<file path="src/rtl/shift_seq_pkg.sv">
// Shared definitions for the serial shift sequencer: FSM state encodings
// and the counter-width helper.
package shift_seq_pkg;

    localparam logic [1:0] ST_IDLE  = 2'd0;
    localparam logic [1:0] ST_SHIFT = 2'd1;
    localparam logic [1:0] ST_GAP   = 2'd2;

    typedef enum logic [1:0] {
        S_IDLE  = ST_IDLE,
        S_SHIFT = ST_SHIFT,
        S_GAP   = ST_GAP
    } state_t;

    // Counter width able to index 0..n-1, never narrower than one bit.
    function automatic int cnt_w(input int n);
        return (n < 2) ? 1 : $clog2(n);
    endfunction

endpackage

</file>
<file path="src/rtl/shift_seq_datapath.sv">
// Parallel-load shift register with a registered serial output bit.
// The word is reordered at load so the next bit is always at the top.
module shift_seq_datapath
    import shift_seq_pkg::*;
#(
    parameter int WIDTH     = 8,
    parameter int MSB_FIRST = 1
) (
    input  logic             clock,
    input  logic             clear,
    input  logic             load,
    input  logic             step,
    input  logic [WIDTH-1:0] word,
    output logic             serial_out
);

    function automatic logic [WIDTH-1:0] order_word(input logic [WIDTH-1:0] w);
        logic [WIDTH-1:0] r;
        if (MSB_FIRST != 0) begin
            r = w;
        end else begin
            for (int i = 0; i < WIDTH; i++) begin
                r[WIDTH-1-i] = w[i];
            end
        end
        return r;
    endfunction

    logic [WIDTH-1:0] sreg;
    logic [WIDTH-1:0] word_ord;

    assign word_ord = order_word(word);

    always_ff @(posedge clock) begin
        if (load) begin
            sreg <= word_ord;
        end else if (step) begin
            sreg <= sreg << 1;
        end
    end

    // Output bit is the lookahead of the register, so it is valid in the
    // same cycle the controller reports the matching bit index.
    always_ff @(posedge clock or negedge clear) begin
        if (!clear) begin
            serial_out <= 1'b0;
        end else if (load) begin
            serial_out <= word_ord[WIDTH-1];
        end else if (step) begin
            serial_out <= sreg[WIDTH-2];
        end else begin
            serial_out <= 1'b0;
        end
    end

endmodule

</file>
<file path="src/rtl/shift_seq_ctrl.sv">
// Word-to-serial sequencer: valid/ready intake, one-word holding register,
// IDLE/SHIFT/GAP FSM, bit and gap counters, framing strobes.
module shift_seq_ctrl
    import shift_seq_pkg::*;
#(
    parameter int WIDTH     = 8,
    parameter int GAP       = 2,
    parameter int MSB_FIRST = 1
) (
    input  logic                     clock,
    input  logic                     clear,
    input  logic [WIDTH-1:0]         data_in,
    input  logic                     load_valid,
    output logic                     load_ready,
    output logic                     serial_out,
    output logic                     shift_en,
    output logic [$clog2(WIDTH)-1:0] bit_cnt,
    output logic                     done,
    output logic                     busy
);

    localparam int CW = cnt_w(WIDTH);
    localparam int GW = cnt_w(GAP);
    localparam logic [CW-1:0] BIT_LAST = CW'(WIDTH - 1);
    localparam logic [GW-1:0] GAP_LAST = GW'((GAP > 0) ? GAP - 1 : 0);

    state_t           state;
    state_t           state_nxt;
    logic [CW-1:0]    cnt_q;
    logic [GW-1:0]    gap_q;
    logic             hold_full;
    logic [WIDTH-1:0] hold_word;

    logic             accept;
    logic             last_bit;
    logic             gap_end;
    logic             load_sr;
    logic             from_hold;
    logic             hold_wr;
    logic             step;
    logic [WIDTH-1:0] load_word;

    assign load_ready = !hold_full;
    assign accept     = load_valid && load_ready;
    assign last_bit   = (state == S_SHIFT) && (cnt_q == BIT_LAST);
    assign gap_end    = (state == S_GAP) && (gap_q == GAP_LAST);

    always_comb begin
        state_nxt = state;
        load_sr   = 1'b0;
        from_hold = 1'b0;
        case (state)
            S_IDLE: begin
                // A word parked in hold at the very end of a gap is picked
                // up here, since load_ready stays low while it waits.
                if (hold_full) begin
                    state_nxt = S_SHIFT;
                    load_sr   = 1'b1;
                    from_hold = 1'b1;
                end else if (accept) begin
                    state_nxt = S_SHIFT;
                    load_sr   = 1'b1;
                end
            end
            S_SHIFT: begin
                if (last_bit) begin
                    if (GAP > 0) begin
                        state_nxt = S_GAP;
                    end else if (hold_full) begin
                        load_sr   = 1'b1;
                        from_hold = 1'b1;
                    end else if (accept) begin
                        load_sr   = 1'b1;
                    end else begin
                        state_nxt = S_IDLE;
                    end
                end
            end
            S_GAP: begin
                if (gap_end) begin
                    if (hold_full) begin
                        state_nxt = S_SHIFT;
                        load_sr   = 1'b1;
                        from_hold = 1'b1;
                    end else begin
                        state_nxt = S_IDLE;
                    end
                end
            end
            default: state_nxt = S_IDLE;
        endcase
    end

    // Accepted words bypass hold only when they go straight into the shifter.
    assign hold_wr   = accept && !(load_sr && !from_hold);
    assign load_word = from_hold ? hold_word : data_in;
    assign step      = (state == S_SHIFT) && !last_bit;

    always_ff @(posedge clock or negedge clear) begin
        if (!clear) begin
            state     <= S_IDLE;
            cnt_q     <= '0;
            gap_q     <= '0;
            hold_full <= 1'b0;
        end else begin
            state <= state_nxt;

            if (step) begin
                cnt_q <= cnt_q + CW'(1);
            end else begin
                cnt_q <= '0;
            end

            if ((state == S_GAP) && !gap_end) begin
                gap_q <= gap_q + GW'(1);
            end else begin
                gap_q <= '0;
            end

            if (from_hold) begin
                hold_full <= 1'b0;
            end else if (hold_wr) begin
                hold_full <= 1'b1;
            end
        end
    end

    always_ff @(posedge clock) begin
        if (hold_wr) begin
            hold_word <= data_in;
        end
    end

    shift_seq_datapath #(
        .WIDTH     (WIDTH),
        .MSB_FIRST (MSB_FIRST)
    ) u_datapath (
        .clock      (clock),
        .clear      (clear),
        .load       (load_sr),
        .step       (step),
        .word       (load_word),
        .serial_out (serial_out)
    );

    assign shift_en = (state == S_SHIFT);
    assign bit_cnt  = cnt_q;
    assign done     = last_bit;
    assign busy     = (state != S_IDLE) || hold_full;

endmodule

</file>
<file path="config.mk">
export PLATFORM = sky130hd
export DESIGN_NAME = shift_seq_ctrl
export DESIGN_NICKNAME = d
export VERILOG_FILES = /design/src/rtl/shift_seq_pkg.sv /design/src/rtl/shift_seq_datapath.sv /design/src/rtl/shift_seq_ctrl.sv
export SDC_FILE = /design/constraint.sdc
export NUM_CORES = 1
export LEC_CHECK = 0
export CAP_MARGIN = 20
export CORE_MARGIN = 1
export CORE_UTILIZATION = 30
export DETAILED_ROUTE_END_ITERATION = 16
export GPL_ROUTABILITY_DRIVEN = 1
export MAX_ROUTING_LAYER = met4
export PLACE_DENSITY = 0.53
export SLEW_MARGIN = 10
export SYNTH_ARGS = -nofsm -noshare
export SYNTH_HDL_FRONTEND = slang
export SYNTH_HIERARCHICAL = 1
export SYNTH_SLANG_ARGS = --single-unit
export TNS_END_PERCENT = 5
</file>
<file path="constraint.sdc">
create_clock -name clock -period 2.4 [get_ports clock]
set_input_delay 0.72 -clock clock [delete_from_list [all_inputs] [get_ports clock]]
set_output_delay 0.72 -clock clock [all_outputs]
set_load 0.01 [all_outputs]
</file>
Yosys cells after proc, flatten, opt, wreduce, memory -nomap -nowiden
Cells that the tools add are included.
{"block": "totals", "ff_bits": 23, "inputBits": 11}
{"block": "op_classes", "add_sub_neg": 2, "n_eq_ne": 6, "mux": 21, "reduce_logical": 18}
{"cell": "$mux W7", "count": 2}
{"cell": "$mux W1", "count": 10}
{"cell": "$mux W2", "count": 4}
{"cell": "$mux W8", "count": 1}
{"cell": "$logic_and A1 B1 Y1", "count": 7}
{"cell": "$pmux W2 S3", "count": 1}
{"cell": "$reduce_bool A2 Y1", "count": 3}
{"cell": "$logic_not A1 Y1", "count": 5}
{"cell": "$pmux W1 S2", "count": 2}
{"cell": "$add A3 B1 Y3 const B", "count": 1}
{"cell": "$eq A3 B3 Y1 const B", "count": 1}
{"cell": "$mux W3", "count": 1}
{"cell": "$ne A3 B3 Y1 const B", "count": 1}
{"cell": "$reduce_and A3 Y1", "count": 1}
{"cell": "$eq A2 B1 Y1 const B", "count": 1}
{"cell": "$eq A2 B2 Y1 const B", "count": 1}
{"cell": "$logic_not A2 Y1", "count": 1}
{"cell": "$ne A2 B1 Y1 const B", "count": 1}
{"cell": "$ne A2 B2 Y1 const B", "count": 1}
{"cell": "$add A1 B1 Y1 const B", "count": 1}
{"cell": "$logic_or A1 B1 Y1", "count": 1}

Longest topological paths before layout
{"block": "depth", "ltp_word": 10, "depth_mapped": 6, "depth_no_buf": 6}

Cells and area by module
Netlist, hierarchy kept.
{"mod": "shift_seq_ctrl", "n_inst": 1, "cells_per_inst": 48, "area_each_um2": 689.4, "seq_area_each_um2": 415.4}
{"mod": "shift_seq_datapath", "n_inst": 1, "cells_per_inst": 20, "area_each_um2": 362.8, "seq_area_each_um2": 235.2}

Worst setup path before layout
OpenSTA, ideal clock, no wires.
{"block": "synth_timing", "kind": "input -> register", "start": "input load_valid", "end": "register hold_word[0] (enable)", "setup_time_ps": 385, "arrival_time_ps": 1394, "t_required_ps": 2015, "slack_ps": 620, "path_stages": 1, "n_path_buf": 0, "cell_sequence": "nor3b_1"}
{"block": "synth_between", "elab_chain_len": 7}
{"element": "start: declaration", "line": "shift_seq_ctrl.sv:13", "rtl": "input logic load_valid,"}
{"element": "$logic_and A1 B1 Y1 *", "line": "shift_seq_ctrl.sv:44", "rtl": "assign accept = load_valid && load_ready;"}
{"element": "$mux W1", "line": "shift_seq_ctrl.sv:60", "rtl": "end else if (accept) begin"}
{"element": "$mux W1", "line": "shift_seq_ctrl.sv:56", "rtl": "if (hold_full) begin"}
{"element": "$pmux W1 S2", "line": "shift_seq_ctrl.sv:52", "rtl": "case (state)"}
{"element": "$logic_and A1 B1 Y1", "line": "shift_seq_ctrl.sv:95", "rtl": "assign hold_wr = accept && !(load_sr && !from_hold);"}
{"element": "$logic_not A1 Y1", "line": "shift_seq_ctrl.sv:95"}
{"element": "$logic_and A1 B1 Y1 *", "line": "shift_seq_ctrl.sv:95"}
{"element": "end signal: assignment", "line": "shift_seq_ctrl.sv:130", "rtl": "hold_word <= data_in;"}
{"element": "end: declaration", "line": "shift_seq_ctrl.sv:32", "rtl": "logic [WIDTH-1:0] hold_word;"}
Every way passes the cells marked *; elsewhere a longest branch is shown, timed or not.
A chain may end at the register's enable or synchronous reset.

Worst setup path in the final report
{"block": "layout_timing", "start": "register state[0]", "end": "output shift_en"}
{"block": "layout_between", "elab_chain_len": 1}
{"element": "start: declaration", "line": "shift_seq_ctrl.sv:27", "rtl": "state_t state;"}
{"element": "start signal: assignment", "line": "shift_seq_ctrl.sv:106", "rtl": "state <= state_nxt;"}
{"element": "$eq A2 B1 Y1", "line": "shift_seq_ctrl.sv:146", "rtl": "assign shift_en = (state == S_SHIFT);"}
{"element": "end: declaration", "line": "shift_seq_ctrl.sv:16", "rtl": "output logic shift_en,"}
Every way passes these cells.

==> metrics.csv <==
metric,value,unit
Routed WL,1640,um
"Reg clk slew, reported paths",120,ps
clock buffer depth,2,
die footprint,0.00375,sq mm
fin nets,106,
DRC violations left,0,
leak pwr,0.556,nW
Mean Syn Cell Area,15.5,sq um
"commonest non-fill, non-tap cell in the layout",clkdlybuf4s50_1,
Synth Cell Area,0.00105,sq mm
Chip Width,61.2,um
ant diodes,0,
top post-synthesis cells by area,"edfxtp_1, mux2_4, dfrtp_1, ha_1, buf_6",
crit start category,flop,
share of layout cells above drive strength 1,27.2,%
min cycle time layout,2280,ps
Initial Util,31.5,%
CTS tree,yes,
Crit-path slowest cell,clkdlybuf4s50_1,
Ports,19,
row cnt,21,
Max Cap Viol,0,
worst skew pair latency,310,ps
Worst EP required,1680,ps
Worst EP arrival,1560,ps
worst setup margin,121,ps
clock sinks,23,
antenna violations before repair,0,
DR top layer,met4,
WS Path Type,flop to primary output,
Core Area,0.00334,sq mm
die height,61.2,um
Critical Path Fanout Max,7,
Worst VDD drop,0.312,mV
dpl hpwl,1230,um
Clock Root Buffer,clkbuf_4,
TritonRoute pass-1 iters,2,
RSZ-0062 raised after global routing,false,
drt wl/cell,11.9,um
routed length on met3,32,um
final hold violation count,0,
post-cts hold buffer count,0,
post-synth top area share,42.8,%
register area,651,sq um
area of the multi-input gates,368,sq um
routed metal-1 wire length,808,um
cell accounting for the most synthesized area,edfxtp_1,
number of global-route vias before repair,531,
largest net degree at the start of global routing,14,
CP max stage delay,560,ps
DRT iter0 DRCs,14,
Max Clock Skew,3.74,ps
most frequent cells in the layout,"clkdlybuf4s50_1, edfxtp_1, mux2_4, dfrtp_1",
DR vias,578,
Synthesis Warnings,6,
sequential share of the synthesized area,61.8,%
met2 routed WL,781,um
period utilization,94.9,%
Fin Setup TNS,0,ps
Worst Hold Class,flop to flop,
Max-Slew Margin vs Limit,68.2,%
post-place setup slack,70.2,ps
Final Setup Violations,0,
Final GP Congestion,0.723,
P&R area growth vs syn,25.8,%
f_max,439,MHz
Port Buffer Count,18,
Pwr Density,1070,mW/mm^2
outcome,"finished, final reports clean",
CP Capture Type,primary output,
"FF+latch count, synth",23,
vias per cell,4.19,
fin. max-slew vios,0,
CP cell instances,nor2b_1 > clkdlybuf4s50_1,
Yosys cell types,20,
H-tree levels,1,
All-Layer GR Usage,10.1,%
Filler Cell Count,340,
Worst Tran Pin Value,477,ps
first-pass GRT wire length,2590,um
Syn Nets,81,
cell count after synthesis,68,
Num CTS Buffers,3,
"Remaining Overflow, GRT",0,
post-route ant nets,0,
[sequential cells by signal, indices dropped and copies added (netlist names)]
register / cells
bit_cnt: 3
gap_q: 1
hold_full: 1
hold_word: 8
state: 2
u_datapath/serial_out: 1
u_datapath/sreg: 7
[area by class of cell]
| class | instances | area share, % |
|---|---|---|
| clock buffer | 3 | 1.70 |
| clock inverter | 1 | 0.378 |
| inverter | 3 | 0.851 |
| multi-input combinational | 40 | 27.8 |
| sequential | 23 | 49.1 |
| tap | 46 | 4.35 |
| timing repair buffer | 22 | 15.8 |
[stage by stage]
step                      utilization [%]  hold slack [ps]  area, sq um  total power [mW]  std cells
after global placement               38.7              451         1290              1.24        133
after floorplan                         -              424         1050              1.05         68
after detailed placement             38.7              465         1290              1.25        133
after global routing                 39.7              510         1320              1.51        138
final                                39.7              482         1320              1.42        138
after CTS                            39.7              484         1320              1.44        138
[routing by layer]
metal  up-vias  GRT usage [%]
li1        291              -
met1       276           14.1
met2         7           14.1
met3         4           2.52
met4         0           3.90
met5         -              -
[cell usage after synthesis]
cell and instances:
nand2b_1 1, and2_2 1, nor3b_1 2, or2_2 1, dfrtp_1 8, ha_1 2
nor2_1 4, buf_6 2, nand2_1 4, or2_1 1, mux2_4 14, inv_2 1
edfxtp_1 15, nor2b_1 1, and2_1 3, a21oi_1 1, a211o_1 1, inv_1 2
o21ai_0 3, o211ai_1 1
[cells by family (layout without fill, tap and decap cells)]
kind of cell / after synthesis / in the layout / synth area share (%)
DFF: 23 / 23 / 61.8
and+or+nand+nor: 18 / 18 / 9.16
muxes: 14 / 14 / 20.0
AOI/OAI and AO/OA: 6 / 6 / 3.45
buffers and inverters: 5 / 29 / 3.21
adders and majority gates: 2 / 2 / 2.38
[worst paths after layout]
path / slack [ps] / startpoint / cells after the start / to
min in group asynchronous: 680 / clear / 1 / state[1]
setup / recovery: 120 / state[0] / 2 / shift_en
hold / removal: 480 / gap_q / 1 / gap_q
setup reg to reg: 600 / hold_full / 4 / u_datapath/sreg[6]
hold reg to reg: 480 / gap_q / 1 / gap_q
max in group asynchronous: 1450 / clear / 1 / state[0]
[where the power goes]
part | switching (mW) | total [mW] | leakage [nW] | internal, mW
Combinational | 0.239 | 0.585 | 0.292 | 0.346
Sequential | 0.0637 | 0.660 | 0.246 | 0.596
Clock | 0.115 | 0.177 | 0.0177 | 0.0622
Total | 0.418 | 1.42 | 0.556 | 1.00
[worst max-delay path: cells and delay by family, from the launching register on]
family                 cells  cell delay, ps
buffers and inverters      1             560
DFF                        1             470
and+or+nand+nor            1             220
[repair_timing]
action | CTS | global route
gates resized for setup | 1 | 0
buffers inserted | 1 | 0
endpoints found under the setup margin | 1 | 0
No activity file was read; power rests on OpenSTA's default activity.
